==> src/rtl/fetch_pc_unit_if.sv <==
// Fetch request channel between the PC unit and the instruction memory controller.
// Latency: none, this is wiring only.
// Backpressure: the controller holds mem_req_ready low, and the requester then keeps its address.
interface fetch_pc_unit_if #(
  parameter int XLEN = 32
);
  logic            mem_req_valid;
  logic [XLEN-1:0] mem_req_addr;
  logic            mem_req_ready;

  modport master (
    output mem_req_valid,
    output mem_req_addr,
    input  mem_req_ready
  );

  modport slave (
    input  mem_req_valid,
    input  mem_req_addr,
    output mem_req_ready
  );
endinterface

==> src/rtl/fetch_pc_unit.sv <==
// Program counter with redirect, prediction, and nested interrupt entry/return; issues fetch requests.
// Latency: the selected next PC appears one cycle after the event, while flush and irq_ack are same-cycle combinational.
// Backpressure: with mem_req_ready low the PC holds, and only redirect, return or interrupt entry may move it.
module fetch_pc_unit #(
  parameter int              XLEN      = 32,
  parameter int              INC       = 4,
  parameter logic [XLEN-1:0] RESET_PC  = '0,
  parameter logic [XLEN-1:0] IRQ_VEC   = 'h0000_1000,
  parameter int              IRQ_DEPTH = 4,
  localparam int             DW        = $clog2(IRQ_DEPTH + 1)
) (
  input  logic            clk,
  input  logic            rst,
  input  logic            stall,
  input  logic            redirect_valid,
  input  logic [XLEN-1:0] redirect_pc,
  input  logic            predict_valid,
  input  logic [XLEN-1:0] predict_pc,
  input  logic            irq_req,
  input  logic            irq_ret,
  input  logic            irq_unmask,
  fetch_pc_unit_if.master mem,
  output logic [XLEN-1:0] pc,
  output logic [XLEN-1:0] pc_plus_inc,
  output logic            flush,
  output logic            irq_ack,
  output logic            irq_mask,
  output logic [DW-1:0]   irq_depth,
  output logic            irq_full,
  output logic            irq_err
);

  // Stack index width. A one-entry stack still needs a 1-bit index.
  localparam int            IW        = (IRQ_DEPTH > 1) ? $clog2(IRQ_DEPTH) : 1;
  localparam logic [DW-1:0] ONE       = DW'(1);
  localparam logic [DW-1:0] DEPTH_MAX = DW'(IRQ_DEPTH);

  logic [XLEN-1:0] stack [IRQ_DEPTH];
  logic [XLEN-1:0] pc_nxt;
  logic [IW-1:0]   push_idx;
  logic [IW-1:0]   pop_idx;
  logic            fire;
  logic            ret_take;
  logic            irq_take;

  // While rst is high, no event may fire, so every event term is gated with !rst.
  assign mem.mem_req_valid = !rst && !stall;
  assign mem.mem_req_addr  = pc;
  assign fire              = mem.mem_req_valid && mem.mem_req_ready;

  assign pc_plus_inc = pc + XLEN'(INC);
  assign irq_full    = (irq_depth == DEPTH_MAX);

  // A return only pops a real frame, and a redirect in the same cycle cancels it.
  assign ret_take = !rst && irq_ret && (irq_depth != '0) && !redirect_valid;
  // Interrupt entry waits out stalls, redirects and returns, and is held off while the stack is full.
  assign irq_take = !rst && irq_req && !irq_mask && !irq_full && !stall
                    && !redirect_valid && !ret_take;

  assign flush   = !rst && (redirect_valid || ret_take || irq_take);
  assign irq_ack = irq_take;

  // A push only happens when the stack is not full, and a pop only when it is not empty, so both indices stay in range.
  assign push_idx = IW'(irq_depth);
  assign pop_idx  = IW'(irq_depth - ONE);

  // Next-PC select, in priority order: redirect, return, interrupt entry, predicted fetch, sequential fetch, hold.
  always_comb begin
    pc_nxt = pc;
    if (redirect_valid)
      pc_nxt = redirect_pc;
    else if (ret_take)
      pc_nxt = stack[pop_idx];
    else if (irq_take)
      pc_nxt = IRQ_VEC;
    else if (fire && predict_valid)
      pc_nxt = predict_pc;
    else if (fire)
      pc_nxt = pc_plus_inc;
  end

  // PC, stack occupancy, mask and sticky error. Entry setting the mask beats a same-cycle unmask.
  always_ff @(posedge clk or posedge rst) begin
    if (rst) begin
      pc        <= RESET_PC;
      irq_depth <= '0;
      irq_mask  <= 1'b0;
      irq_err   <= 1'b0;
    end else begin
      pc <= pc_nxt;
      if (irq_take)
        irq_depth <= irq_depth + ONE;
      else if (ret_take)
        irq_depth <= irq_depth - ONE;
      if (irq_take)
        irq_mask <= 1'b1;
      else if (ret_take || irq_unmask)
        irq_mask <= 1'b0;
      if (irq_ret && (irq_depth == '0))
        irq_err <= 1'b1;
    end
  end

  // Return-address stack. The pushed address is the fetch being discarded, so it is re-fetched on return.
  always_ff @(posedge clk or posedge rst) begin
    if (rst) begin
      for (int i = 0; i < IRQ_DEPTH; i++)
        stack[i] <= '0;
    end else if (irq_take) begin
      stack[push_idx] <= pc;
    end
  end

endmodule

==> src/flat_wrapper.sv <==
// flat-port wrapper written by rule: the top's interface ports become plain ports
module fetch_pc_unit_flat 
#(
  parameter int              XLEN      = 32,
  parameter int              INC       = 4,
  parameter logic [XLEN-1:0] RESET_PC  = '0,
  parameter logic [XLEN-1:0] IRQ_VEC   = 'h0000_1000,
  parameter int              IRQ_DEPTH = 4,
  localparam int             DW        = $clog2(IRQ_DEPTH + 1)
)
  (clk, rst, stall, redirect_valid, redirect_pc, predict_valid, predict_pc, irq_req, irq_ret, irq_unmask, pc, pc_plus_inc, flush, irq_ack, irq_mask, irq_depth, irq_full, irq_err, mem_mem_req_valid, mem_mem_req_addr, mem_mem_req_ready);
  fetch_pc_unit_if #(.XLEN(XLEN)) mem_i ();
  input  logic clk;
  input  logic rst;
  input  logic stall;
  input  logic redirect_valid;
  input  logic [XLEN-1:0] redirect_pc;
  input  logic predict_valid;
  input  logic [XLEN-1:0] predict_pc;
  input  logic irq_req;
  input  logic irq_ret;
  input  logic irq_unmask;
  output logic [XLEN-1:0] pc;
  output logic [XLEN-1:0] pc_plus_inc;
  output logic flush;
  output logic irq_ack;
  output logic irq_mask;
  output logic [DW-1:0] irq_depth;
  output logic irq_full;
  output logic irq_err;
  output wire logic [$bits(mem_i.mem_req_valid)-1:0] mem_mem_req_valid;
  output wire logic [$bits(mem_i.mem_req_addr)-1:0] mem_mem_req_addr;
  input wire logic [$bits(mem_i.mem_req_ready)-1:0] mem_mem_req_ready;
  assign mem_mem_req_valid = mem_i.mem_req_valid;
  assign mem_mem_req_addr = mem_i.mem_req_addr;
  assign mem_i.mem_req_ready = mem_mem_req_ready;
  fetch_pc_unit #(.XLEN(XLEN), .INC(INC), .RESET_PC(RESET_PC), .IRQ_VEC(IRQ_VEC), .IRQ_DEPTH(IRQ_DEPTH)) u_core (.clk(clk), .rst(rst), .stall(stall), .redirect_valid(redirect_valid), .redirect_pc(redirect_pc), .predict_valid(predict_valid), .predict_pc(predict_pc), .irq_req(irq_req), .irq_ret(irq_ret), .irq_unmask(irq_unmask), .mem(mem_i), .pc(pc), .pc_plus_inc(pc_plus_inc), .flush(flush), .irq_ack(irq_ack), .irq_mask(irq_mask), .irq_depth(irq_depth), .irq_full(irq_full), .irq_err(irq_err));
endmodule
==> config.mk <==
export PLATFORM = sky130hd
export DESIGN_NAME = fetch_pc_unit_flat
export DESIGN_NICKNAME = d
export VERILOG_FILES = /design/src/rtl/fetch_pc_unit_if.sv /design/src/rtl/fetch_pc_unit.sv /design/src/flat_wrapper.sv
export SDC_FILE = /design/constraint.sdc
export NUM_CORES = 1
export LEC_CHECK = 0
export CAP_MARGIN = 20
export CORE_MARGIN = 8
export CORE_UTILIZATION = 45
export CTS_BUF_LIST = sky130_fd_sc_hd__clkbuf_16
export DETAILED_ROUTE_END_ITERATION = 10
export PLACE_DENSITY = 0.74
export SETUP_SLACK_MARGIN = 0.15
export SYNTH_ARGS = -nofsm -noshare
export SYNTH_HDL_FRONTEND = slang
export SYNTH_SLANG_ARGS = --single-unit
export TNS_END_PERCENT = 10
==> constraint.sdc <==
create_clock -name clk -period 5.8 [get_ports clk]
set_clock_uncertainty 0.15 [all_clocks]
set_input_delay 1.16 -clock clk [delete_from_list [all_inputs] [get_ports clk]]
set_output_delay 1.16 -clock clk [all_outputs]
set_load 0.02 [all_outputs]
; Word level (Yosys, flattened, before mapping)
; Index checks and enable logic that the tools add are counted.
[word_totals]
inputBits = 73
regBits = 165
elab_cells = 61
out_inout_bits = 105
[op_classes]
bitwise = 2
n_reduce_logical = 29
n_addsub = 3
mux = 15
order_cmp = 3
n_eq_ne = 1
[ops]
columns = operator, count
row1 = 2-to-1 mux 32 bit, 8
row2 = bitwise mux 128 bit, 1
row3 = binary-select mux 32 bit (select 2 bit), 1
row4 = demux 32 bit (select 2 bit), 1
row5 = adder 32 x 3 -> 32 bit (second input constant), 1
row6 = logical AND 1 bit, 15
row7 = greater-or-equal comparator 3 bit (second input constant), 2
row8 = logical NOT 1 bit, 6
row9 = 2-to-1 mux 3 bit, 2
row10 = inverter 2 -> 3 bit, 2
row11 = nonzero test 5 bit, 1
row12 = nonzero test 2 bit, 2
row13 = adder 3 x 1 -> 3 bit (second input constant), 1
row14 = equality test 3 bit (second input constant), 1
row15 = logical NOT 3 bit, 1
row16 = logical OR 1 bit, 3
row17 = < comparator 3 x 1 -> 1 bit (second input constant), 1
row18 = nonzero test 3 bit, 1
row19 = subtractor 3 x 1 -> 3 bit (second input constant), 1
row20 = 2-to-1 mux 1 bit, 2

; Longest topological paths before layout
; Gate-level depths: netlist of run 1.
[logic_depth]
ltp_word = 10
depth_mapped = 13
mapped_depth_nobuf = 7

; Worst setup path before layout of run 1
; No wires, ideal clock.
[synth_path]
path_kind = flip-flop to output port
start = register u_core.irq_depth[0]
end = output flush
required_time_ns = 4.490
n_path_buf = 6
stages_incl_launch_ff = 12
t_arrival_ns = 3.223
slack_ns = 1.267
path_cell_list = dfrtp_1 > buf_2 > buf_2 > clkbuf_1 > buf_1 > inv_1 > ha_1 > nand2b_1 > clkbuf_1 > a32oi_1 > clkbuf_1 > a21oi_1
[synth_between]
elab_chain_len = 8
elab_cells_between_ends = 13
classes_between = 1 x eq/ne / 12 x reduce/logical
[synth_rtl]
columns = element, line_no
row1 = start: declaration, fetch_pc_unit.sv:28  ; output logic [DW-1:0] irq_depth,
row2 = start signal: assignment, fetch_pc_unit.sv:92  ; irq_depth <= irq_depth + ONE;
row3 = start signal: assignment, fetch_pc_unit.sv:94  ; irq_depth <= irq_depth - ONE;
row4 = equality test 3 bit, fetch_pc_unit.sv:52  ; assign irq_full = (irq_depth == DEPTH_MAX);
row5 = logical NOT 1 bit, fetch_pc_unit.sv:57  ; assign irq_take = !rst && irq_req && !irq_mask && !irq_full && !stall
row6 = logical AND 1 bit (2 in a row), fetch_pc_unit.sv:57
row7 = logical AND 1 bit (2 in a row), fetch_pc_unit.sv:58  ; && !redirect_valid && !ret_take;
row8 = logical OR 1 bit *, fetch_pc_unit.sv:60  ; assign flush = !rst && (redirect_valid || ret_take || irq_take);
row9 = logical AND 1 bit *, fetch_pc_unit.sv:60
row10 = end: declaration, flat_wrapper.sv:25  ; output logic flush;
; Mark *: on every way between the ends. The rest lies on a longest branch, timed or not.

; Worst setup path in the final report of run 1
[layout_path]
start = register u_core.pc[5], in the netlist u_core.mem.mem_req_addr[5]
end = output pc_plus_inc[30]
[layout_between]
elab_chain_len = 1
[layout_rtl]
columns = element, line_no
row1 = start: declaration, fetch_pc_unit.sv:23  ; output logic [XLEN-1:0] pc,
row2 = start signal: assignment, fetch_pc_unit.sv:90  ; pc <= pc_nxt;
row3 = adder 32 x 3 -> 32 bit, fetch_pc_unit.sv:51  ; assign pc_plus_inc = pc + XLEN'(INC);
row4 = end: declaration, flat_wrapper.sv:24  ; output logic [XLEN-1:0] pc_plus_inc;
; Every way passes these cells.

==> flow_metrics.env, run 1 <==
export IMPL_netlist_area_mm2=0.00913
export IMPL_setup_viol=0
export IMPL_place_inst=1157
export IMPL_r2r_setup_slack_ns=2.35
export IMPL_clockBufferDepth=2
export IMPL_crit_chain="nand4_1 -> buf_4 -> or4_1 -> or4_1 -> xnor2_1 -> clkdlybuf4s50_1"
export IMPL_die_area_mm2=0.0251
export IMPL_grt_max_degree=128
export IMPL_period_needed_ns=4.85
export IMPL_drv_slew=0
export IMPL_grt_usage=0.227
export IMPL_cts_hold_buf=0
export IMPL_antenna_found_initial=0
export IMPL_synth_area_leaders="dfrtp_1, mux2_2, mux4_2"
export IMPL_fin_crit_sh=0.836
export IMPL_required_ns=4.49
export IMPL_cp_slowest_cell="or4_1"
export IMPL_routed_via_density=6.11
export IMPL_pre_cts_slack_ns=1.02
export IMPL_cts_htree_levels=4
export IMPL_final_util=0.571
export IMPL_timing_fmax_ghz=0.206
export IMPL_clkLatencyLatePin_ns=0.44
export IMPL_hpwl_um=18900
export IMPL_place_gp_congestion=0.838
export IMPL_hold_viol_final=0
export IMPL_io_pins=178
export IMPL_crit_type="reg -> out"
export IMPL_ys_async_sr_fraction=1.00
export IMPL_cpMostUsedCell="or4_1"
export IMPL_detail_route_wl_per_cell_um=23.8
export IMPL_die_w_um=158
export IMPL_maxCapViolCount=0
export IMPL_ant_nets=0
export IMPL_grt_pass1_wl_um=43000
export IMPL_start_util=0.454
export IMPL_tns_ns=0
export IMPL_layout_nets=986
export IMPL_synth_most_common_cell="dfrtp_1"
export IMPL_ys_warn_count=0
export IMPL_leakage_nw=4.87
export IMPL_tightest_slew_ns=0.991
export IMPL_status="complete, no violations"
export IMPL_synth_avg_cell_area_um2=11.4
export IMPL_clk_pin_slew_ns=0.06
export IMPL_cts_tree="done"
export IMPL_synthToLayoutAreaGrowth_pct=25.7
export IMPL_core_mm2=0.0201
export IMPL_grt_pass1_vias=7375
export IMPL_synth_edf_count=0
export IMPL_final_cells=1189
export IMPL_cts_resized=0
export IMPL_fillers=1650
export IMPL_hp_class="reg -> reg"
export IMPL_port_buffers=177
export IMPL_cp_arrival_ns=3.54
export IMPL_start_kind="flop"
export IMPL_root_buffer="clkbuf_16"
export IMPL_netlist_area_leader_share=0.452
export IMPL_timing_final_ws_setup_ns=0.954
export IMPL_power_mw=5.36
export IMPL_grt_setup_unrepaired="false"
export IMPL_cp_end_kind="output pin"
export IMPL_syn_nets=881
export IMPL_clock_sinks=165
export IMPL_grt_ovfl_total=0
export IMPL_max_slew_margin=0.332
export IMPL_vias=7268
export IMPL_powerDensity_mw_per_mm2=467
export IMPL_ys_ff_latch=165
export IMPL_netlist_instances=801
export IMPL_yosys_area_top_type="dfrtp_1"
export IMPL_synth_common_cells="dfrtp_1, mux2_2, clkbuf_1, nand2_1, buf_4"
export IMPL_critical_path_max_stage_delay_ns=0.73
export IMPL_drt_first_pass_iters=5
export IMPL_synth_distinct_cells=65
export IMPL_drive_gt1_frac=0.222
export IMPL_ir_drop_v=0.000240
export IMPL_drcViolationCount=0
export IMPL_die_h_um=158
export IMPL_cp_max_fo=13
export IMPL_cts_setup_buffers=0
export IMPL_synth_ff_type="dfrtp_1"
export IMPL_rows=52
export IMPL_routed_wl_um=28300
export IMPL_drt_iter0_drc=675
export IMPL_yosysSeqAreaShare=0.452
export IMPL_cts_buffers=17
-- stage by stage --
step / area, um2 / hold WS (ns)
floorplan: 9130 / 0.295
detailed placement: 10800 / 0.312
global route: 11500 / 0.336
CTS: 11500 / 0.329
global placement: 10800 / 0.309
finish: 11500 / 0.329
-- routing by layer --
| layer | global-route usage | share of wire | vias to the layer above | wire length, um |
|---|---|---|---|---|
| met2 | 0.355 | 0.46 | 355 | 13000 |
| met4 | 0.0813 | 0.023 | 0 | 643 |
| met1 | 0.301 | 0.42 | 3697 | 12000 |
| met5 | 0 | 0 | - | 0 |
| li1 | - | - | 3169 | - |
| met3 | 0.0600 | 0.095 | 47 | 2680 |
-- sequential cells by signal, summed over array words and instances (netlist names) --
signal / flops
u_core.irq_err: 1
u_core.irq_depth: 3
u_core.stack: 128
u_core.mem.mem_req_addr: 32
u_core.irq_mask: 1
-- report_power, final --
part | internal, mW | switching (mW) | leakage (nW)
clock | 0.759 | 0.471 | 0.298
combinational | 1.16 | 0.999 | 2.47
sequential | 1.59 | 0.378 | 2.10
total | 3.51 | 1.85 | 4.87
-- cell families after synthesis --
kind of cell	Yosys count	synth area share
compound gates	167	0.126
flops	165	0.452
simple gates	164	0.0973
mux	154	0.229
buf+inv	124	0.0667
xor+xnor	20	0.0192
fa+ha+maj	7	0.00959
-- worst max-delay path, delay by kind of cell (launching register included) --
family	cells	cell delay, ns
AND/OR/NAND/NOR	3	1.47
buffers and inverters	2	0.84
flip-flops	1	0.61
XOR/XNOR	1	0.18
-- final cells by class --
type | count | area [um2] | area share
Clock buffer | 17 | 425 | 0.0371
Timing Repair Buffer | 194 | 1910 | 0.166
Clock inverter | 14 | 209 | 0.0182
Sequential cell | 165 | 4130 | 0.360
Inverter | 16 | 63.8 | 0.00556
Antenna cell | 1 | 2.50 | 0.000218
Multi-Input combinational cell | 512 | 4400 | 0.384
Tap cell | 270 | 338 | 0.0294
-- final timing paths --
path | start | to | depth (start not counted)
max in group asynchronous | rst | u_core.stack[77] | 3
min reg2reg | u_core.irq_err | u_core.irq_err | 1
min | u_core.irq_err | u_core.irq_err | 1
max reg2reg | u_core.irq_depth[1] | u_core.mem.mem_req_addr[29] | 8
max | u_core.mem.mem_req_addr[5] | pc_plus_inc[30] | 6
min in group asynchronous | rst | u_core.irq_mask | 2
-- cell usage in the layout (no fill, tap or decap), drive strengths merged, types with 6 or more instances in the layout --
master	count
nor4	6
or4	7
dfrtp	165
clkdlybuf4s50	176
clkbuf	17
o21ai	33
xor2	8
inv	18
a211oi	7
o22ai	19
nand2	44
a311oi	6
a21oi	26
or3	11
nand4	11
nand2b	8
nor2	22
nand3	15
o21a	7
mux4	32
nor3	12
xnor2	12
a31oi	9
ha	7
o31ai	10
a31o	7
buf	18
mux2	122
and3	13
No activity file was read; power rests on OpenSTA's default activity.
==> run 2: changes to the inputs <==
- PLACE_DENSITY: 0.74 -> 0.71
- clock period: 5.8 -> 4.5 ns (I/O delays scaled with it)
==> run 2 against run 1 <==
Sequential share of layout area down 0.39 points. Via count about the same. Sequential power up 25%. Die area unchanged. Flip-flop and latch count unchanged. Core utilization up 0.68 points. Register-to-register slack worse by 0.98 ns. Routed wire length up 0.59%. Global-route usage up 0.40 points. Combinational power up 33%.
==> flow_metrics.env, run 2 (synthesis gave the netlist of run 1 again) <==
export IMPL_powerDensity_mw_per_mm2=602
export IMPL_layout_common_cells="clkdlybuf4s50_1, dfrtp_1, mux2_2"
export IMPL_drt_first_pass_iters=6
export IMPL_cp_max_fo=10
export IMPL_drv_slew=0
export IMPL_crit_type="reg -> out"
export IMPL_layout_commonest_cell="clkdlybuf4s50_1"
export IMPL_ff_latch_area_mm2=0.00413
export IMPL_critical_path_max_stage_delay_ns=0.70
export IMPL_drt_iter0_drc=629
export IMPL_hpwl_um=18600
export IMPL_clockBufferDepth=2
export IMPL_multi_input_area_mm2=0.00440
export IMPL_maxCapViolCount=0
export IMPL_timing_fmax_ghz=0.231
export IMPL_status="complete, no violations"
export IMPL_p_seq_frac=0.353
export IMPL_die_area_mm2=0.0251
export IMPL_root_buffer="clkbuf_16"
export IMPL_place_inst=1172
export IMPL_routed_via_density=6.05
export IMPL_port_buffers=177
export IMPL_tightest_slew_ns=1.02
export IMPL_layout_nets=1001
export IMPL_grt_pass1_wl_um=43700
export IMPL_max_slew_margin=0.311
export IMPL_power_net_switching_mw=2.38
export IMPL_grt_usage=0.231
export IMPL_power_internal_mw=4.62
export IMPL_core_mm2=0.0201
export IMPL_cp_end_kind="output pin"
export IMPL_fillers=1643
export IMPL_clk_pin_slew_ns=0.06
export IMPL_ir_drop_v=0.000333
export IMPL_setup_viol=0
export IMPL_place_gp_congestion=0.811
export IMPL_cts_setup_buffers=0
export IMPL_cp_arrival_ns=3.29
export IMPL_die_w_um=158
export IMPL_cts_buffers=17
export IMPL_path_buf_inv=1
export IMPL_synthToLayoutAreaGrowth_pct=27.2
export IMPL_clkLatencyLatePin_ns=0.43
export IMPL_detail_route_wl_per_cell_um=23.7
export IMPL_fin_crit_sh=0.964
export IMPL_cts_tree="done"
export IMPL_final_cell_area_mm2=0.0116
export IMPL_tns_ns=0
export IMPL_grt_max_degree=166
export IMPL_hp_class="reg -> reg"
export IMPL_antenna_found_initial=0
export IMPL_p_clk_frac=0.235
export IMPL_final_cells=1203
export IMPL_die_h_um=158
export IMPL_crit_chain="nand3_4 -> or4_1 -> or4_1 -> xnor2_1 -> clkdlybuf4s50_1"
export IMPL_power_frac_comb=0.412
export IMPL_power_mw=6.99
export IMPL_grt_pass1_vias=7351
export IMPL_largest_register_ff_count=128
export IMPL_vias=7275
export IMPL_r2r_setup_slack_ns=1.37
export IMPL_grt_setup_unrepaired="true"
export IMPL_path_delay_family="simple AND/OR/NAND/NOR gates"
export IMPL_cpMostUsedCell="or4_1"
export IMPL_diodes=0
export IMPL_hold_viol_final=0
export IMPL_leakage_nw=4.96
export IMPL_rows=52
export IMPL_cp_slowest_cell="or4_1"
export IMPL_cts_hold_buf=0
export IMPL_dpl_instance_area_mm2=0.0110
export IMPL_routed_wl_um=28500
export IMPL_period_needed_ns=4.34
export IMPL_required_ns=3.45
export IMPL_ant_nets=0
export IMPL_drive_gt1_frac=0.239
export IMPL_start_util=0.454
export IMPL_io_pins=178
export IMPL_drcViolationCount=0
export IMPL_regMostFlops="u_core.stack"
export IMPL_switching_share=0.340
export IMPL_cts_htree_levels=4
export IMPL_clock_sinks=165
export IMPL_start_kind="flop"
export IMPL_grt_ovfl_total=0
==> run 2: changes by cell type in the layout (fill, tap and decap cells not counted), sizes merged <==
| cell | before | now |
|---|---|---|
| clkinvlp | 5 | 2 |
| clkinv | 2 | 5 |
| buf | 18 | 33 |
| inv | 18 | 17 |
| bufinv | 5 | 6 |
| diode | 1 | 0 |
==> run 2: metrics by stage <==
step,utilization,hold WS (ns),setup WS (ns)
2_1_floorplan,-,0.295,0.227
3_3_place_gp,0.545,0.313,0.541
3_5_place_dp,0.545,0.317,0.536
4_1_cts,0.578,0.334,0.191
5_1_grt,0.578,0.336,0.0617
6_report,0.578,0.331,0.163
==> run 2: power by group through the flow <==
stage,Clock (mW),Sequential (mW),Combinational (mW)
after floorplan,0,2.42,1.98
after global routing,1.72,2.55,3.09
final,1.64,2.47,2.88
after global placement,0,2.44,2.86
after CTS,1.66,2.46,2.91
after detailed placement,0,2.47,2.89
==> run 2: worst reg2reg max path, cell delays in order (launching register included) <==
cell and delay, ns:
dfrtp_1 0.43, inv_1 0.12, ha_2 0.54, buf_4 0.52, mux4_2 0.60, and3_1 0.19, a221o_1 0.27, a41o_1 0.21
==> run 2: path summary, 6_finish.rpt <==
kind	depth (start not counted)	from	end
worst min-delay path	2	u_core.stack[2]	u_core.stack[2]
worst max register to register	7	u_core.irq_depth[1]	u_core.mem.mem_req_addr[21]
worst min register to register	2	u_core.stack[2]	u_core.stack[2]
min in group asynchronous	3	rst	u_core.mem.mem_req_addr[29]
max in group asynchronous	3	rst	u_core.mem.mem_req_addr[2]
worst max-delay path	5	u_core.mem.mem_req_addr[12]	pc_plus_inc[30]
==> run 2: what timing repair did <==
action | 4_1_cts | 5_1_grt
endpoints found under the hold margin | 0 | 0
endpoints found under the setup margin | 1 | 6
gates resized for setup | 1 | 2
==> run 2: final cells by class <==
| class | count | share of cell area |
|---|---|---|
| repair buffers | 209 | 0.174 |
| clock buffers | 17 | 0.0366 |
| multi-input cells | 512 | 0.379 |
| well taps | 270 | 0.0291 |
| flip-flops and latches | 165 | 0.356 |
| clock inverters | 14 | 0.0199 |
| inverters | 16 | 0.00549 |
==> run 2: metal layers <==
| metal | wire [um] | GRT usage | vias to the layer above |
|---|---|---|---|
| li1 | - | - | 3201 |
| met1 | 12400 | 0.319 | 3680 |
| met2 | 13100 | 0.361 | 354 |
| met3 | 2420 | 0.0532 | 40 |
| met4 | 486 | 0.0633 | 0 |
| met5 | 0 | 0 | - |
==> run 3: changes to the inputs <==
- CORE_ASPECT_RATIO: default -> 1.25
- CTS_CLUSTER_SIZE: default -> 10
==> run 3 against run 2 <==
Cell count grew 0.25%. Routed wire length grew 0.70%. Register-to-register slack lost 0.07 ns. Clock-buffer cell count is the same. Highest routed layer is now met5.
==> flow_metrics.env, run 3 (synthesis gave the netlist of run 1 again) <==
export IMPL_status="complete, no violations"
export IMPL_drcViolationCount=0
export IMPL_layout_commonest_cell="clkdlybuf4s50_1"
export IMPL_max_slew_margin=0.296
export IMPL_start_kind="flop"
export IMPL_place_gp_congestion=0.842
export IMPL_powerDensity_mw_per_mm2=591
export IMPL_hpwl_um=19200
export IMPL_vias=7313
export IMPL_setup_viol=0
export IMPL_maxCapViolCount=0
export IMPL_ant_nets=0
export IMPL_port_buffers=177
export IMPL_io_pins=178
export IMPL_crit_type="reg -> out"
export IMPL_startpoint="u_core.mem.mem_req_addr[7]"
export IMPL_grt_pass1_wl_um=44000
export IMPL_ir_drop_v=0.000304
export IMPL_largest_register_ff_count=128
export IMPL_clk_pin_slew_ns=0.07
export IMPL_grt_usage=0.231
export IMPL_cts_resized=1
export IMPL_reg2reg_from="u_core.irq_depth[1]"
export IMPL_leakage_nw=4.94
export IMPL_cts_tree="done"
export IMPL_diodes=0
export IMPL_clkLatencyLatePin_ns=0.43
export IMPL_synthToLayoutAreaGrowth_pct=26.8
export IMPL_core_mm2=0.0200
export IMPL_period_needed_ns=4.35
export IMPL_die_h_um=175
export IMPL_cp_max_fo=16
export IMPL_tightest_slew_ns=1.06
export IMPL_die_area_mm2=0.0251
export IMPL_regMostFlops="u_core.stack"
export IMPL_r2r_setup_slack_ns=1.30
export IMPL_fin_crit_sh=0.967
export IMPL_tns_ns=0
export IMPL_hold_viol_final=0
export IMPL_detail_route_wl_per_cell_um=23.8
export IMPL_clock_sinks=165
export IMPL_rows=58
export IMPL_fillers=1716
export IMPL_grt_max_degree=112
export IMPL_clockBufferDepth=2
export IMPL_final_util=0.578
export IMPL_drv_slew=0
export IMPL_die_w_um=143
export IMPL_cts_htree_levels=4
export IMPL_layout_nets=1003
export IMPL_hp_class="reg -> reg"
export IMPL_timing_fmax_ghz=0.230
export IMPL_layout_common_cells="clkdlybuf4s50_1, dfrtp_1, mux2_2"
export IMPL_cp_end_kind="output pin"
export IMPL_hold_path_startpoint="u_core.irq_err"
export IMPL_power_mw=6.84
export IMPL_routed_wl_um=28700
export IMPL_root_buffer="clkbuf_16"
export IMPL_drt_first_pass_iters=7
export IMPL_cts_setup_buffers=0
export IMPL_cp_arrival_ns=3.30
export IMPL_drive_gt1_frac=0.244
export IMPL_cts_buffers=17
export IMPL_required_ns=3.45
export IMPL_grt_pass1_vias=7371
export IMPL_drt_iter0_drc=741
export IMPL_start_util=0.456
export IMPL_grt_setup_unrepaired="true"
export IMPL_grt_ovfl_total=0
export IMPL_antenna_found_initial=1
export IMPL_cts_hold_buf=0
export IMPL_routed_via_density=6.06
[run 3: cell types whose count changed in the layout (fill, tap and decap cells not counted), sizes merged]
| cell | change |
|---|---|
| clkbuf | +1 |
| buf | +1 |
| clkinvlp | +2 |
| inv | +3 |
| bufinv | -4 |
[run 3: cell type report]
type                            instances  area [um2]  share of cell area
Sequential cell                       165        4130               0.357
Tap cell                              270         338              0.0292
Clock inverter                         15         171              0.0148
Multi-Input combinational cell        512        4410               0.381
Inverter                               16        63.8             0.00551
Timing Repair Buffer                  211        2030               0.176
Clock buffer                           17         425              0.0367
[run 3: worst paths after layout]
path                                                to  cells past startpoint
setup / recovery                       pc_plus_inc[29]                      5
hold / removal                          u_core.irq_err                      1
setup reg to reg           u_core.mem.mem_req_addr[19]                      7
hold reg to reg                         u_core.irq_err                      1
max in group asynchronous  u_core.mem.mem_req_addr[11]                      3
min in group asynchronous  u_core.mem.mem_req_addr[31]                      3
[run 3: worst max-delay path, stage by stage, from the launching register on]
cell	delay [ns]
dfrtp_1	0.61
nand4_1	0.39
or3_1	0.57
or4_1	0.51
xnor2_1	0.16
clkdlybuf4s50_1	0.62
[run 3: per-stage QoR]
stage | cell area (um2) | hold slack [ns] | worst slack, ns | cells
after floorplan | 9130 | 0.295 | 0.227 | 801
after global placement | 11000 | 0.313 | 0.492 | 1173
after detailed placement | 11000 | 0.319 | 0.493 | 1173
after CTS | 11600 | 0.336 | 0.157 | 1205
after global routing | 11600 | 0.359 | 0.0554 | 1206
final | 11600 | 0.336 | 0.149 | 1206
[run 3: power breakdown]
group          switching [mW]  internal, mW  total, mW
Clock                   0.659         0.832       1.49
Sequential              0.406          2.05       2.46
Combinational            1.37          1.53       2.89
[run 3: per-layer routing]
metal	part of all wire	GRT usage	vias to the layer above
met3	0.082	0.0513	58
met1	0.40	0.296	3681
met2	0.49	0.372	350
met5	0.00056	0	-
met4	0.027	0.0883	2
li1	-	-	3222
